--- config.mk ---
export PLATFORM = sky130hd
export DESIGN_NAME = mux_scan_nx1_flat
export DESIGN_NICKNAME = d
export VERILOG_FILES = /design/src/rtl/mux_scan_nx1_pkg.sv /design/src/rtl/mux_scan_nx1_if.sv /design/src/rtl/mux_scan_nx1_rr_next_ch.sv /design/src/rtl/mux_scan_nx1.sv /design/src/flat_wrapper.sv
export SDC_FILE = /design/constraint.sdc
export NUM_CORES = 1
export LEC_CHECK = 0
export CAP_MARGIN = 40
export CELL_PAD_IN_SITES_DETAIL_PLACEMENT = 2
export CELL_PAD_IN_SITES_GLOBAL_PLACEMENT = 2
export CORE_MARGIN = 2
export CORE_UTILIZATION = 37
export DETAILED_ROUTE_END_ITERATION = 10
export DONT_BUFFER_PORTS = 1
export GPL_TIMING_DRIVEN = 0
export HOLD_SLACK_MARGIN = 0.15
export PLACE_DENSITY_LB_ADDON = 0.1
export SYNTH_ARGS = -nofsm -noshare
export SYNTH_HDL_FRONTEND = slang
export SYNTH_SLANG_ARGS = --single-unit
--- constraint.sdc ---
create_clock -name clk -period 3.7 [get_ports clk]
set_clock_uncertainty 0.05 [all_clocks]
set_input_delay 0.555 -clock clk [delete_from_list [all_inputs] [get_ports clk]]
set_output_delay 0.555 -clock clk [all_outputs]
set_load 0.02 [all_outputs]
--- src/rtl/mux_scan_nx1_pkg.sv ---
// Shared types and constants for the N:1 scanning channel multiplexer.
package mux_scan_pkg;

  // Sampler sequencing: idle, dwell countdown, holding a sample for the consumer.
  typedef enum logic [1:0] {
    StIdle    = 2'd0,
    StWait    = 2'd1,
    StPresent = 2'd2
  } state_e;

  localparam logic MODE_MANUAL = 1'b0;
  localparam logic MODE_SCAN   = 1'b1;

endpackage

--- src/rtl/mux_scan_nx1_if.sv ---
// Valid/ready sample stream carrying the sampled data and its channel index.
interface mux_scan_nx1_if #(
  parameter int unsigned DW   = 1,
  parameter int unsigned SELW = 4
);
  logic [DW-1:0]   out_data;
  logic [SELW-1:0] out_ch;
  logic            out_valid;
  logic            out_ready;

  modport master (output out_data, output out_ch, output out_valid, input out_ready);
  modport slave  (input out_data, input out_ch, input out_valid, output out_ready);
endinterface

--- src/rtl/mux_scan_nx1_rr_next_ch.sv ---
// Round-robin successor: lowest enabled channel above cur_ch, wrapping to 0.
module rr_next_ch #(
  parameter int unsigned NCH  = 16,
  parameter int unsigned SELW = 4
) (
  input  logic [NCH-1:0]  ch_en,
  input  logic [SELW-1:0] cur_ch,
  output logic [SELW-1:0] next_ch,
  output logic            any_en
);

  logic [2*NCH-1:0] dbl;
  logic [2*NCH-1:0] shifted;
  logic [NCH-1:0]   rot;
  int               off;
  int               sum;

  // Rotate so bit 0 is the channel after cur_ch, then take the lowest set bit.
  always_comb begin
    dbl     = {ch_en, ch_en};
    shifted = dbl >> (int'(cur_ch) + 1);
    rot     = shifted[NCH-1:0];
    // Bit NCH-1 of rot is cur_ch itself, so a lone enabled channel maps to itself.
    off     = int'(NCH) - 1;
    for (int i = int'(NCH) - 1; i >= 0; i--) begin
      if (rot[i]) off = i;
    end
    sum = int'(cur_ch) + 1 + off;
    if (sum >= int'(NCH)) sum = sum - int'(NCH);
    next_ch = SELW'(sum);
    any_en  = |ch_en;
  end

endmodule

--- src/rtl/mux_scan_nx1.sv ---
// Registered N:1 channel sampler with manual select and round-robin scan modes.
module mux_scan_nx1
  import mux_scan_pkg::*;
#(
  parameter int unsigned NCH     = 16,
  parameter int unsigned DW      = 1,
  parameter int unsigned SELW    = 4,
  parameter int unsigned DWELL_W = 8
) (
  input  logic               clk,
  input  logic               rst_n,
  input  logic [NCH*DW-1:0]  in_data,
  input  logic               mode,
  input  logic [SELW-1:0]    sel,
  input  logic               sel_load,
  input  logic [NCH-1:0]     ch_en,
  input  logic [DWELL_W-1:0] dwell,
  output logic               sel_err,
  mux_scan_nx1_if.master     out_if
);

  state_e             state_q, state_d;
  logic [SELW-1:0]    cur_ch_q, cur_ch_d;
  logic [DWELL_W-1:0] cnt_q, cnt_d;
  logic [DW-1:0]      data_q, data_d;
  logic [SELW-1:0]    och_q, och_d;
  logic               valid_q, valid_d;
  logic               err_q, err_d;

  logic [SELW-1:0] next_ch;
  logic            any_en;
  logic            sel_ok;
  logic            load;
  logic            hs;
  logic [DW-1:0]   chan;

  rr_next_ch #(
    .NCH  (NCH),
    .SELW (SELW)
  ) u_rr_next_ch (
    .ch_en   (ch_en),
    .cur_ch  (cur_ch_q),
    .next_ch (next_ch),
    .any_en  (any_en)
  );

  assign sel_ok = 32'(sel) < NCH;
  assign load   = sel_load && sel_ok;
  assign hs     = valid_q && out_if.out_ready;
  assign chan   = in_data[int'(cur_ch_q)*DW +: DW];

  // Next-state: dwell countdown, capture, handshake and channel advance.
  always_comb begin
    state_d  = state_q;
    cur_ch_d = load ? sel : cur_ch_q;  // a valid load always beats an advance
    cnt_d    = cnt_q;
    data_d   = data_q;
    och_d    = och_q;
    valid_d  = valid_q;
    err_d    = sel_load && !sel_ok;
    unique case (state_q)
      StIdle: begin
        valid_d = 1'b0;
        if (mode == MODE_MANUAL || any_en) begin
          state_d = StWait;
          cnt_d   = dwell;
          if (mode == MODE_SCAN && !ch_en[cur_ch_q] && !load) cur_ch_d = next_ch;
        end
      end
      StWait: begin
        if (cnt_q == '0) begin
          data_d  = chan;
          och_d   = cur_ch_q;
          valid_d = 1'b1;
          state_d = StPresent;
        end else begin
          cnt_d = cnt_q - 1'b1;
        end
      end
      StPresent: begin
        if (hs) begin
          valid_d = 1'b0;
          if (mode == MODE_SCAN && !any_en) begin
            state_d = StIdle;
          end else begin
            state_d = StWait;
            cnt_d   = dwell;
            if (mode == MODE_SCAN && !load) cur_ch_d = next_ch;
          end
        end
      end
      default: state_d = StIdle;
    endcase
  end

  // State and output registers; reset drops the held sample immediately.
  always_ff @(posedge clk or negedge rst_n) begin
    if (!rst_n) begin
      state_q  <= StIdle;
      cur_ch_q <= '0;
      cnt_q    <= '0;
      data_q   <= '0;
      och_q    <= '0;
      valid_q  <= 1'b0;
      err_q    <= 1'b0;
    end else begin
      state_q  <= state_d;
      cur_ch_q <= cur_ch_d;
      cnt_q    <= cnt_d;
      data_q   <= data_d;
      och_q    <= och_d;
      valid_q  <= valid_d;
      err_q    <= err_d;
    end
  end

  assign out_if.out_data  = data_q;
  assign out_if.out_ch    = och_q;
  assign out_if.out_valid = valid_q;
  assign sel_err          = err_q;

endmodule

--- src/flat_wrapper.sv ---
// flat-port wrapper written by rule: the top's interface ports become plain ports
module mux_scan_nx1_flat import mux_scan_pkg::*;
#(
  parameter int unsigned NCH     = 16,
  parameter int unsigned DW      = 1,
  parameter int unsigned SELW    = 4,
  parameter int unsigned DWELL_W = 8
)
  (clk, rst_n, in_data, mode, sel, sel_load, ch_en, dwell, sel_err, out_if_out_data, out_if_out_ch, out_if_out_valid, out_if_out_ready);
  mux_scan_nx1_if #(.DW(DW), .SELW(SELW)) out_if_i ();
  input  logic clk;
  input  logic rst_n;
  input  logic [NCH*DW-1:0] in_data;
  input  logic mode;
  input  logic [SELW-1:0] sel;
  input  logic sel_load;
  input  logic [NCH-1:0] ch_en;
  input  logic [DWELL_W-1:0] dwell;
  output logic sel_err;
  output wire logic [$bits(out_if_i.out_data)-1:0] out_if_out_data;
  output wire logic [$bits(out_if_i.out_ch)-1:0] out_if_out_ch;
  output wire logic [$bits(out_if_i.out_valid)-1:0] out_if_out_valid;
  input wire logic [$bits(out_if_i.out_ready)-1:0] out_if_out_ready;
  assign out_if_out_data = out_if_i.out_data;
  assign out_if_out_ch = out_if_i.out_ch;
  assign out_if_out_valid = out_if_i.out_valid;
  assign out_if_i.out_ready = out_if_out_ready;
  mux_scan_nx1 #(.NCH(NCH), .DW(DW), .SELW(SELW), .DWELL_W(DWELL_W)) u_core (.clk(clk), .rst_n(rst_n), .in_data(in_data), .mode(mode), .sel(sel), .sel_load(sel_load), .ch_en(ch_en), .dwell(dwell), .sel_err(sel_err), .out_if(out_if_i));
endmodule
==> results of run 1 <==
metrics by stage:
step | std cells | setup slack (ns)
after global placement | 300 | -0.617
final | 318 | 0.0500
after detailed placement | 300 | -0.623
after floorplan | 223 | 0.118
after CTS | 309 | 0.00714
after global routing | 318 | -0.108
registers in the layout (all words and copies together), names as in the netlist:
name                     flops
u_core.cur_ch_q              4
u_core.state_q               2
u_core.out_if.out_data       1
u_core.out_if.out_valid      1
u_core.cnt_q                 8
u_core.out_if.out_ch         4
power by group through the flow:
stage	logic (W)	registers (W)	clock network [W]
detailed placement	0.00123	0.000426	0
floorplan	0.000953	0.000398	0
global route	0.00154	0.000436	0.000157
global placement	0.00117	0.000417	0
CTS	0.00133	0.000423	0.000149
finish	0.00140	0.000423	0.000141
layer usage:
layer / vias up / wire, um
met5: - / 0
met4: 0 / 10
met3: 2 / 385
met2: 62 / 3870
met1: 1074 / 3590
li1: 926 / -
kinds of logic (layout without fill, tap and decap cells):
logic type,count (synthesis),after routing
compound gates,49,49
xor+xnor,5,5
fa+ha+maj,7,7
buf+inv,25,43
flops,20,20
mux,55,55
other cells,1,1
simple gates,61,61
synthesized netlist by cell type (all sizes together) (2+ instances only):
cell type / n
xnor2: 4
nand3: 5
or3: 4
o2bb2ai: 7
o22ai: 2
o21ai: 16
a22oi: 2
buf: 8
a31oi: 2
nor4: 5
nand2: 11
clkbuf: 7
nor3: 8
inv: 9
o2111ai: 2
mux2: 15
mux4: 31
nor4b: 2
dfrtp: 20
nor2: 15
mux2i: 9
a21o: 3
ha: 6
a21oi: 8
or2: 4
nor2b: 4
worst paths after layout:
path                                          from                 end  slack (ns)  cells after the start
worst max-delay path            u_core.cur_ch_q[1]  u_core.cur_ch_q[3]        0.05                     13
worst min-delay path                      dwell[1]     u_core.cnt_q[1]        0.45                      2
worst max register to register  u_core.cur_ch_q[1]  u_core.cur_ch_q[3]        0.05                     13
worst min register to register     u_core.cnt_q[6]     u_core.cnt_q[6]        0.47                      1
max in group asynchronous                    rst_n  u_core.cur_ch_q[2]        2.50                      2
min in group asynchronous                    rst_n     u_core.cnt_q[5]        0.64                      1
critical path, delay by kind of cell, from the launching register on:
kind / cells / cell delay (ns)
adders and majority gates: 1 / 0.29
AOI/OAI and AO/OA: 4 / 0.82
muxes: 3 / 1.13
xor gates and xnor gates: 2 / 0.31
buffers and inverters: 2 / 0.33
DFF: 1 / 0.37
and+or+nand+nor: 1 / 0.23
what timing repair did:
item                                    4_1_cts  5_1_grt
buffers inserted                              5        6
gates cloned                                  0        1
endpoints found under the hold margin        20        0
pin swaps                                     6       12
gates resized for setup                      12        5
endpoints found under the setup margin        3        3
hold buffers                                  1        0
area by class of cell:
class | instances | share of cell area, %
Multi-Input combinational cell | 178 | 65.7
Clock buffer | 3 | 1.47
Buffer | 16 | 5.40
Tap cell | 77 | 3.44
Timing Repair Buffer | 15 | 4.91
Inverter | 9 | 1.21
Sequential cell | 20 | 17.9
==> results.json, run 1 <==
{
  "status": "finished with violations",
  "routed_wl_um": 7850,
  "antenna_cells": 0,
  "synth_top_family_by_area": "multiplexers",
  "area_growth_pct": 13.4,
  "relSlewSlack_pct": 51.6,
  "numCtsBuffers": 3,
  "arrival_ns": 3.73,
  "die_area_mm2": 0.00735,
  "globalplace.congestion": 0.872,
  "fill_cells": 661,
  "layout_common_cells": "mux4_2 (23), dfrtp_1 (19), o21ai_0 (14), nor2_1 (14), buf_4 (13)",
  "first_global_vias": 2248,
  "met1_usage_pct": 30.6,
  "multi_input_area_mm2": 0.00184,
  "synth_nets": 279,
  "synth.yosys.warnings": 0,
  "switching_power_w": 0.000890,
  "ant_nets": 0,
  "violations": "design-rule violations",
  "start_util_pct": 38.5,
  "grt_max_degree": 21,
  "maxCapViolCount": 0,
  "drc": 6,
  "synthAdderAreaFrac_pct": 3.85,
  "rsz0062_at_grt": "yes",
  "cts_buffer_depth": 2,
  "clk_latency_ns": 0.25,
  "path_max_fanout": 6,
  "drt-initial-drc-count": 94,
  "clkSinkCount": 20,
  "synth_xor_area_share_pct": 1.77,
  "dieHeight_um": 85.7,
  "ir_worst_vdd_v": 0.000265,
  "start_kind": "flop",
  "fin_nets": 299,
  "ff_latch_area_um2": 502,
  "final_area_mm2": 0.00280,
  "setup_viol": 0,
  "io_buffers": 0,
  "use_met2_pct": 35.9,
  "cts.clk_slew.worst_paths_ns": 0.07,
  "muxShareOfSynthArea_pct": 40.3,
  "ys_seq_area_share_pct": 20.3,
  "layout-drive-gt1-share_pct": 34.4,
  "hold_class": "input pin to flop",
  "end_kind": "flop",
  "tns_ns": 0,
  "hold_slack_ns": 0.454,
  "slowest_stage": "mux4_2",
  "p_int_w": 0.00108,
  "synth_top_area_share_pct": 21.0,
  "placed_area_mm2": 0.00257,
  "p_total_w": 0.00197,
  "syn_inst": 223,
  "routedWlPerCell_um": 24.7,
  "worst_pin_slew_ns": 0.726,
  "layout_commonest_cell": "mux4_2",
  "vias": 2064,
  "vias_per_cell": 6.49,
  "crit_required_ns": 3.78,
  "first_pass_iters": 7,
  "synthSimpleGateAreaFrac_pct": 13.1,
  "p_leak_nw": 1.11,
  "swShare_pct": 45.2,
  "synth_compound_area_share_pct": 13.7,
  "use_met3_pct": 4.43,
  "antenna_found_initial": 0,
  "final_util_pct": 43.6,
  "fp.coreArea_mm2": 0.00642,
  "synth-seq-cells": 20,
  "htreeDepth": 1,
  "syn_avg_cell_area_um2": 11.1,
  "cts_root_buf": "clkbuf_8",
  "synth.area.top_cells": "mux4_2 (21%), dfrtp_1 (20%), mux4_1 (8.5%)",
  "yosysTopAreaCell": "mux4_2",
  "syn_area_mm2": 0.00247,
  "gr-total-overflow": 0,
  "async_reset_ff_share_pct": 100,
  "fp.dieW_um": 85.7,
  "clockPowerShare_pct": 7.2,
  "min_period_ns": 3.65,
  "cts_tree": "built",
  "grt.total_usage_pct": 21.6,
  "yosysUniqueCellTypes": 51,
  "drv_slew": 0,
  "synth_edf_count": 0,
  "grt_pass1_wl_um": 12400,
  "p_seq_share_pct": 21.5,
  "critPathKind": "flop to flop",
  "fp-row-count": 29,
  "synth-main-ff-cell": "dfrtp_1",
  "slowest_delay_ns": 0.54,
  "fmax_mhz": 274,
  "fin_crit_sh_pct": 98.6,
  "io_pins": 56,
  "path_cells": "buf_6 > clkbuf_16 > mux4_2 > mux4_2 > or2_0 > a21o_1 > a311oi_2 > ha_1 > a21o_1 > a21oi_2 > xnor2_1 > xnor2_1 > mux2i_1",
  "power.density_mw_per_mm2": 703,
  "top_usage_layer": "met2",
  "pwr-share-comb_pct": 71.3,
  "hold_viol_final": 0,
  "hpwl_um": 6050
}
Note: power is estimated with default switching activity, not from simulation.
==> inputs of run 2 (changes only) <==
--- a/config.mk
+++ b/config.mk
@@ -5,7 +5,8 @@
 export SDC_FILE = /design/constraint.sdc
 export NUM_CORES = 1
 export LEC_CHECK = 0
-export CAP_MARGIN = 40
+export ABC_CLOCK_PERIOD_IN_PS = 3700
+export CAP_MARGIN = 30
 export CELL_PAD_IN_SITES_DETAIL_PLACEMENT = 2
 export CELL_PAD_IN_SITES_GLOBAL_PLACEMENT = 2
 export CORE_MARGIN = 2
==> results.json, run 2 (synthesized netlist as in run 1, its figures left out) <==
{
  "hold_slack_ns": 0.455,
  "fin_nets": 298,
  "power.density_mw_per_mm2": 703,
  "hpwl_um": 6050,
  "drt-initial-drc-count": 93,
  "die_area_mm2": 0.00735,
  "fp.coreArea_mm2": 0.00642,
  "grt_pass1_wl_um": 12400,
  "grt.total_usage_pct": 21.6,
  "htreeDepth": 1,
  "io_pins": 56,
  "fmax_mhz": 274,
  "fp-row-count": 29,
  "vias_per_cell": 6.46,
  "reg2regPathDepth": 13,
  "p_int_w": 0.00108,
  "layout_commonest_cell": "mux4_2",
  "relSlewSlack_pct": 32.8,
  "start_util_pct": 38.5,
  "worst_pin_slew_ns": 1.00,
  "status": "finished with violations",
  "maxCapViolCount": 0,
  "critPathKind": "flop to flop",
  "pwr-share-comb_pct": 71.3,
  "fin_crit_sh_pct": 98.7,
  "cts_root_buf": "clkbuf_8",
  "p_seq_share_pct": 21.5,
  "largest_reg_flops": 8,
  "switching_power_w": 0.000887,
  "top_register": "u_core.cnt_q",
  "area_growth_pct": 13.2,
  "routedWlPerCell_um": 24.7,
  "antenna_cells": 0,
  "crit_required_ns": 3.78,
  "ir_worst_vdd_v": 0.000264,
  "clk_latency_ns": 0.25,
  "clockPowerShare_pct": 7.2,
  "globalplace.congestion": 0.872,
  "rsz0062_at_grt": "yes",
  "gr-total-overflow": 0,
  "cts.clk_slew.worst_paths_ns": 0.07,
  "end_kind": "flop",
  "setup_viol": 0,
  "violations": "design-rule violations",
  "numCtsBuffers": 3,
  "hold_class": "input pin to flop",
  "swShare_pct": 45.1,
  "p_leak_nw": 1.11,
  "cts_tree": "built",
  "drc": 6,
  "fp.dieW_um": 85.7,
  "fin_cells": 317,
  "layout_common_cells": "mux4_2 (23), dfrtp_1 (19), o21ai_0 (14), nor2_1 (14), buf_4 (13)",
  "vias": 2047,
  "min_period_ns": 3.65,
  "arrival_ns": 3.73,
  "path_max_fanout": 6,
  "clkSinkCount": 20,
  "antenna_found_initial": 0,
  "layout-drive-gt1-share_pct": 34.2,
  "io_buffers": 0,
  "drv_slew": 0,
  "hold_depth": 2,
  "grt_max_degree": 21,
  "routed_wl_um": 7830,
  "hold_viol_final": 0,
  "ant_nets": 0,
  "first_pass_iters": 7,
  "dp_cells": 300,
  "start_kind": "flop",
  "dieHeight_um": 85.7,
  "cts_buffer_depth": 2,
  "first_global_vias": 2248
}
## run 2: cell count changes in the layout (fill, tap and decap cells not counted), sizes merged
cell  previous run  this run
buf             21        20
## run 2: layout make-up
class | count | area (um2)
flip-flops and latches | 20 | 502
fillers | 661 | 3630
multi-input cells | 178 | 1840
plain buffers | 16 | 151
repair buffers | 14 | 133
clock buffers | 3 | 41.3
well taps | 77 | 96.3
inverters | 9 | 33.8
## run 2: critical path: stages, from the launching register on
cell and delay, ns:
dfrtp_1 0.37, buf_6 0.16, clkbuf_16 0.16, mux4_2 0.54
mux4_2 0.48, or2_0 0.23, a21o_1 0.20, a311oi_2 0.31
ha_1 0.29, a21o_1 0.17, a21oi_2 0.14, xnor2_1 0.14
xnor2_1 0.17, mux2i_1 0.11
## run 2: path summary, 6_finish.rpt
| path | startpoint | endpoint | slack (ns) |
|---|---|---|---|
| worst min register to register | u_core.cnt_q[6] | u_core.cnt_q[6] | 0.48 |
| min in group asynchronous | rst_n | u_core.cnt_q[5] | 0.64 |
| max in group asynchronous | rst_n | u_core.cur_ch_q[2] | 2.50 |
| worst max register to register | u_core.cur_ch_q[1] | u_core.cur_ch_q[3] | 0.05 |
| worst max-delay path | u_core.cur_ch_q[1] | u_core.cur_ch_q[3] | 0.05 |
| worst min-delay path | dwell[1] | u_core.cnt_q[1] | 0.46 |
## run 2: power by group through the flow
| stage | clock network (W) | registers, W | logic (W) |
|---|---|---|---|
| 2_1_floorplan | 0 | 0.000398 | 0.000953 |
| 3_5_place_dp | 0 | 0.000426 | 0.00123 |
| 5_1_grt | 0.000157 | 0.000436 | 0.00153 |
| 4_1_cts | 0.000149 | 0.000423 | 0.00133 |
| 6_report | 0.000141 | 0.000423 | 0.00140 |
| 3_3_place_gp | 0 | 0.000417 | 0.00117 |
## run 2: timing repair
item | CTS | global route
gates cloned | 0 | 1
setup buffers | 5 | 6
pin swaps | 6 | 12
endpoints found under the hold margin | 20 | 0
hold buffers | 1 | 0
endpoints found under the setup margin | 3 | 3
gates resized for setup | 12 | 5
## run 2: per-layer routing
metal / global-route usage, % / up-vias / share of wire (%)
met2: 35.9 / 58 / 49
met1: 30.6 / 1067 / 46
li1: - / 920 / -
met3: 4.43 / 2 / 5.1
met5: 0 / - / 0
met4: 1.73 / 0 / 0.13
## run 2: metrics by stage
stage / TNS (ns) / area (um2) / total power, W / utilization (%) / worst slack (ns)
CTS: 0 / 2700 / 0.00190 / 42.0 / 0.00714
global route: -0.239 / 2800 / 0.00213 / 43.5 / -0.108
floorplan: 0 / 2470 / 0.00135 / - / 0.118
global placement: -1.39 / 2570 / 0.00159 / 40.0 / -0.617
finish: 0 / 2800 / 0.00197 / 43.5 / 0.0485
detailed placement: -1.51 / 2570 / 0.00166 / 40.0 / -0.623
==> inputs of run 3 (changes only) <==
--- a/config.mk
+++ b/config.mk
@@ -9,7 +9,6 @@
 export CAP_MARGIN = 30
 export CELL_PAD_IN_SITES_DETAIL_PLACEMENT = 2
 export CELL_PAD_IN_SITES_GLOBAL_PLACEMENT = 2
-export CORE_MARGIN = 2
 export CORE_UTILIZATION = 37
 export DETAILED_ROUTE_END_ITERATION = 10
 export DONT_BUFFER_PORTS = 1
==> results.json, run 3 (synthesized netlist as in run 1, its figures left out) <==
{
  "fin_nets": 294,
  "start_util_pct": 38.7,
  "largest_reg_flops": 8,
  "arrival_ns": 3.79,
  "fp.coreArea_mm2": 0.00639,
  "hpwl_um": 6130,
  "end_kind": "flop",
  "routed_wl_um": 7720,
  "clkSinkCount": 20,
  "layout_common_cells": "mux4_2 (24), dfrtp_1 (19), nor2_1 (14)",
  "gr-total-overflow": 0,
  "fp.dieW_um": 83.7,
  "setup_viol": 1,
  "fmax_mhz": 270,
  "worst_pin_slew_ns": 0.857,
  "first_global_vias": 2209,
  "antenna_found_initial": 0,
  "grt_pass1_wl_um": 12400,
  "violations": "negative setup slack",
  "grt.total_usage_pct": 22.4,
  "crit_required_ns": 3.79,
  "cts.clk_slew.worst_paths_ns": 0.09,
  "power.density_mw_per_mm2": 728,
  "io_pins": 56,
  "p_leak_nw": 1.11,
  "pre_cts_slack_ns": -0.717,
  "grt_max_degree": 21,
  "critPathKind": "flop to flop",
  "relSlewSlack_pct": 42.4,
  "globalplace.congestion": 0.793,
  "area_growth_pct": 15.4,
  "antenna_cells": 0,
  "cts_buffer_depth": 2,
  "maxCapViolCount": 0,
  "final_util_pct": 44.7,
  "status": "finished with violations",
  "rsz0062_at_grt": "yes",
  "tns_ns": -0.000734,
  "drv_slew": 0,
  "hold_slack_ns": 0.437,
  "hold_class": "input pin to flop",
  "top_register": "u_core.cnt_q",
  "path_max_fanout": 5,
  "fp-row-count": 29,
  "layout-drive-gt1-share_pct": 33.8,
  "vias": 2022,
  "start_kind": "flop",
  "first_pass_iters": 4,
  "drc": 0,
  "die_area_mm2": 0.00701,
  "routedWlPerCell_um": 24.6,
  "dieHeight_um": 83.7,
  "hold_viol_final": 0,
  "clk_latency_ns": 0.26,
  "fin_crit_sh_pct": 100,
  "layout_commonest_cell": "mux4_2",
  "ant_nets": 0,
  "cts_tree": "built",
  "io_buffers": 0,
  "numCtsBuffers": 3,
  "vias_per_cell": 6.44,
  "htreeDepth": 1,
  "drt-initial-drc-count": 62,
  "min_period_ns": 3.70,
  "ir_worst_vdd_v": 0.000319,
  "cts_root_buf": "clkbuf_8",
  "fin_ws_ns": -0.000734
}
run 3: changes by cell type in the layout (fill, tap and decap cells not counted), sizes merged:
cell / before / now
bufinv: 0 / 1
buf: 20 / 15
bufbuf: 0 / 1
run 3: final timing paths:
path / from / end / slack [ns] / cells past startpoint
setup / recovery: u_core.cur_ch_q[1] / u_core.cur_ch_q[2] / -0.0007 / 12
hold / removal: dwell[1] / u_core.cnt_q[1] / 0.44 / 2
setup reg to reg: u_core.cur_ch_q[1] / u_core.cur_ch_q[2] / -0.0007 / 12
hold reg to reg: u_core.cnt_q[0] / u_core.cnt_q[0] / 0.47 / 1
max in group asynchronous: rst_n / u_core.cur_ch_q[2] / 2.72 / 2
min in group asynchronous: rst_n / u_core.out_if.out_data / 0.51 / 1
run 3: stage by stage:
| step | area [um2] | total power [W] | instances |
|---|---|---|---|
| 3_5_place_dp | 2570 | 0.00165 | 300 |
| 3_3_place_gp | 2570 | 0.00157 | 300 |
| 6_report | 2850 | 0.00208 | 314 |
| 5_1_grt | 2850 | 0.00222 | 314 |
| 2_1_floorplan | 2470 | 0.00135 | 223 |
| 4_1_cts | 2770 | 0.00201 | 311 |
run 3: critical path, cell delays in order, from the launching register on:
cell	delay (ns)
dfrtp_1	0.38
buf_6	0.15
bufbuf_16	0.27
mux4_2	0.54
mux4_2	0.57
a2111oi_4	0.30
a31oi_1	0.16
ha_2	0.22
fa_2	0.38
xnor2_4	0.20
mux2i_1	0.10
a22oi_1	0.16
o21ai_1	0.10
run 3: final cells by class:
type                    count  area (um2)
fillers                   651        3530
multi-input cells         178        1870
flip-flops and latches     20         502
plain buffers              16         154
repair buffers             10         126
well taps                  77        96.3
clock buffers               3        41.3
inverters                   9        33.8
clock inverters             1        30.0
run 3: report_power, final:
group	total, W	internal [W]	leakage, nW	switching [W]
sequential	0.000424	0.000308	0.243	0.000116
combinational	0.00143	0.000717	0.832	0.000709
clock	0.000228	0.000145	0.0357	0.0000831
total	0.00208	0.00117	1.11	0.000907
run 3: repair_timing:
item	in CTS	in global routing
endpoints found under the hold margin	20	0
setup buffers	5	2
endpoints found under the setup margin	3	3
hold buffers	1	0
pin swaps	4	2
gates resized for setup	16	8
gates cloned	1	0
run 3: layer usage:
| layer | up-vias | share of wire, % | global-route usage (%) |
|---|---|---|---|
| li1 | 914 | - | - |
| met1 | 1072 | 42 | 27.4 |
| met2 | 32 | 56 | 43.0 |
| met3 | 4 | 2.1 | 2.57 |
| met4 | 0 | 0.41 | 3.08 |
| met5 | - | 0 | 0 |
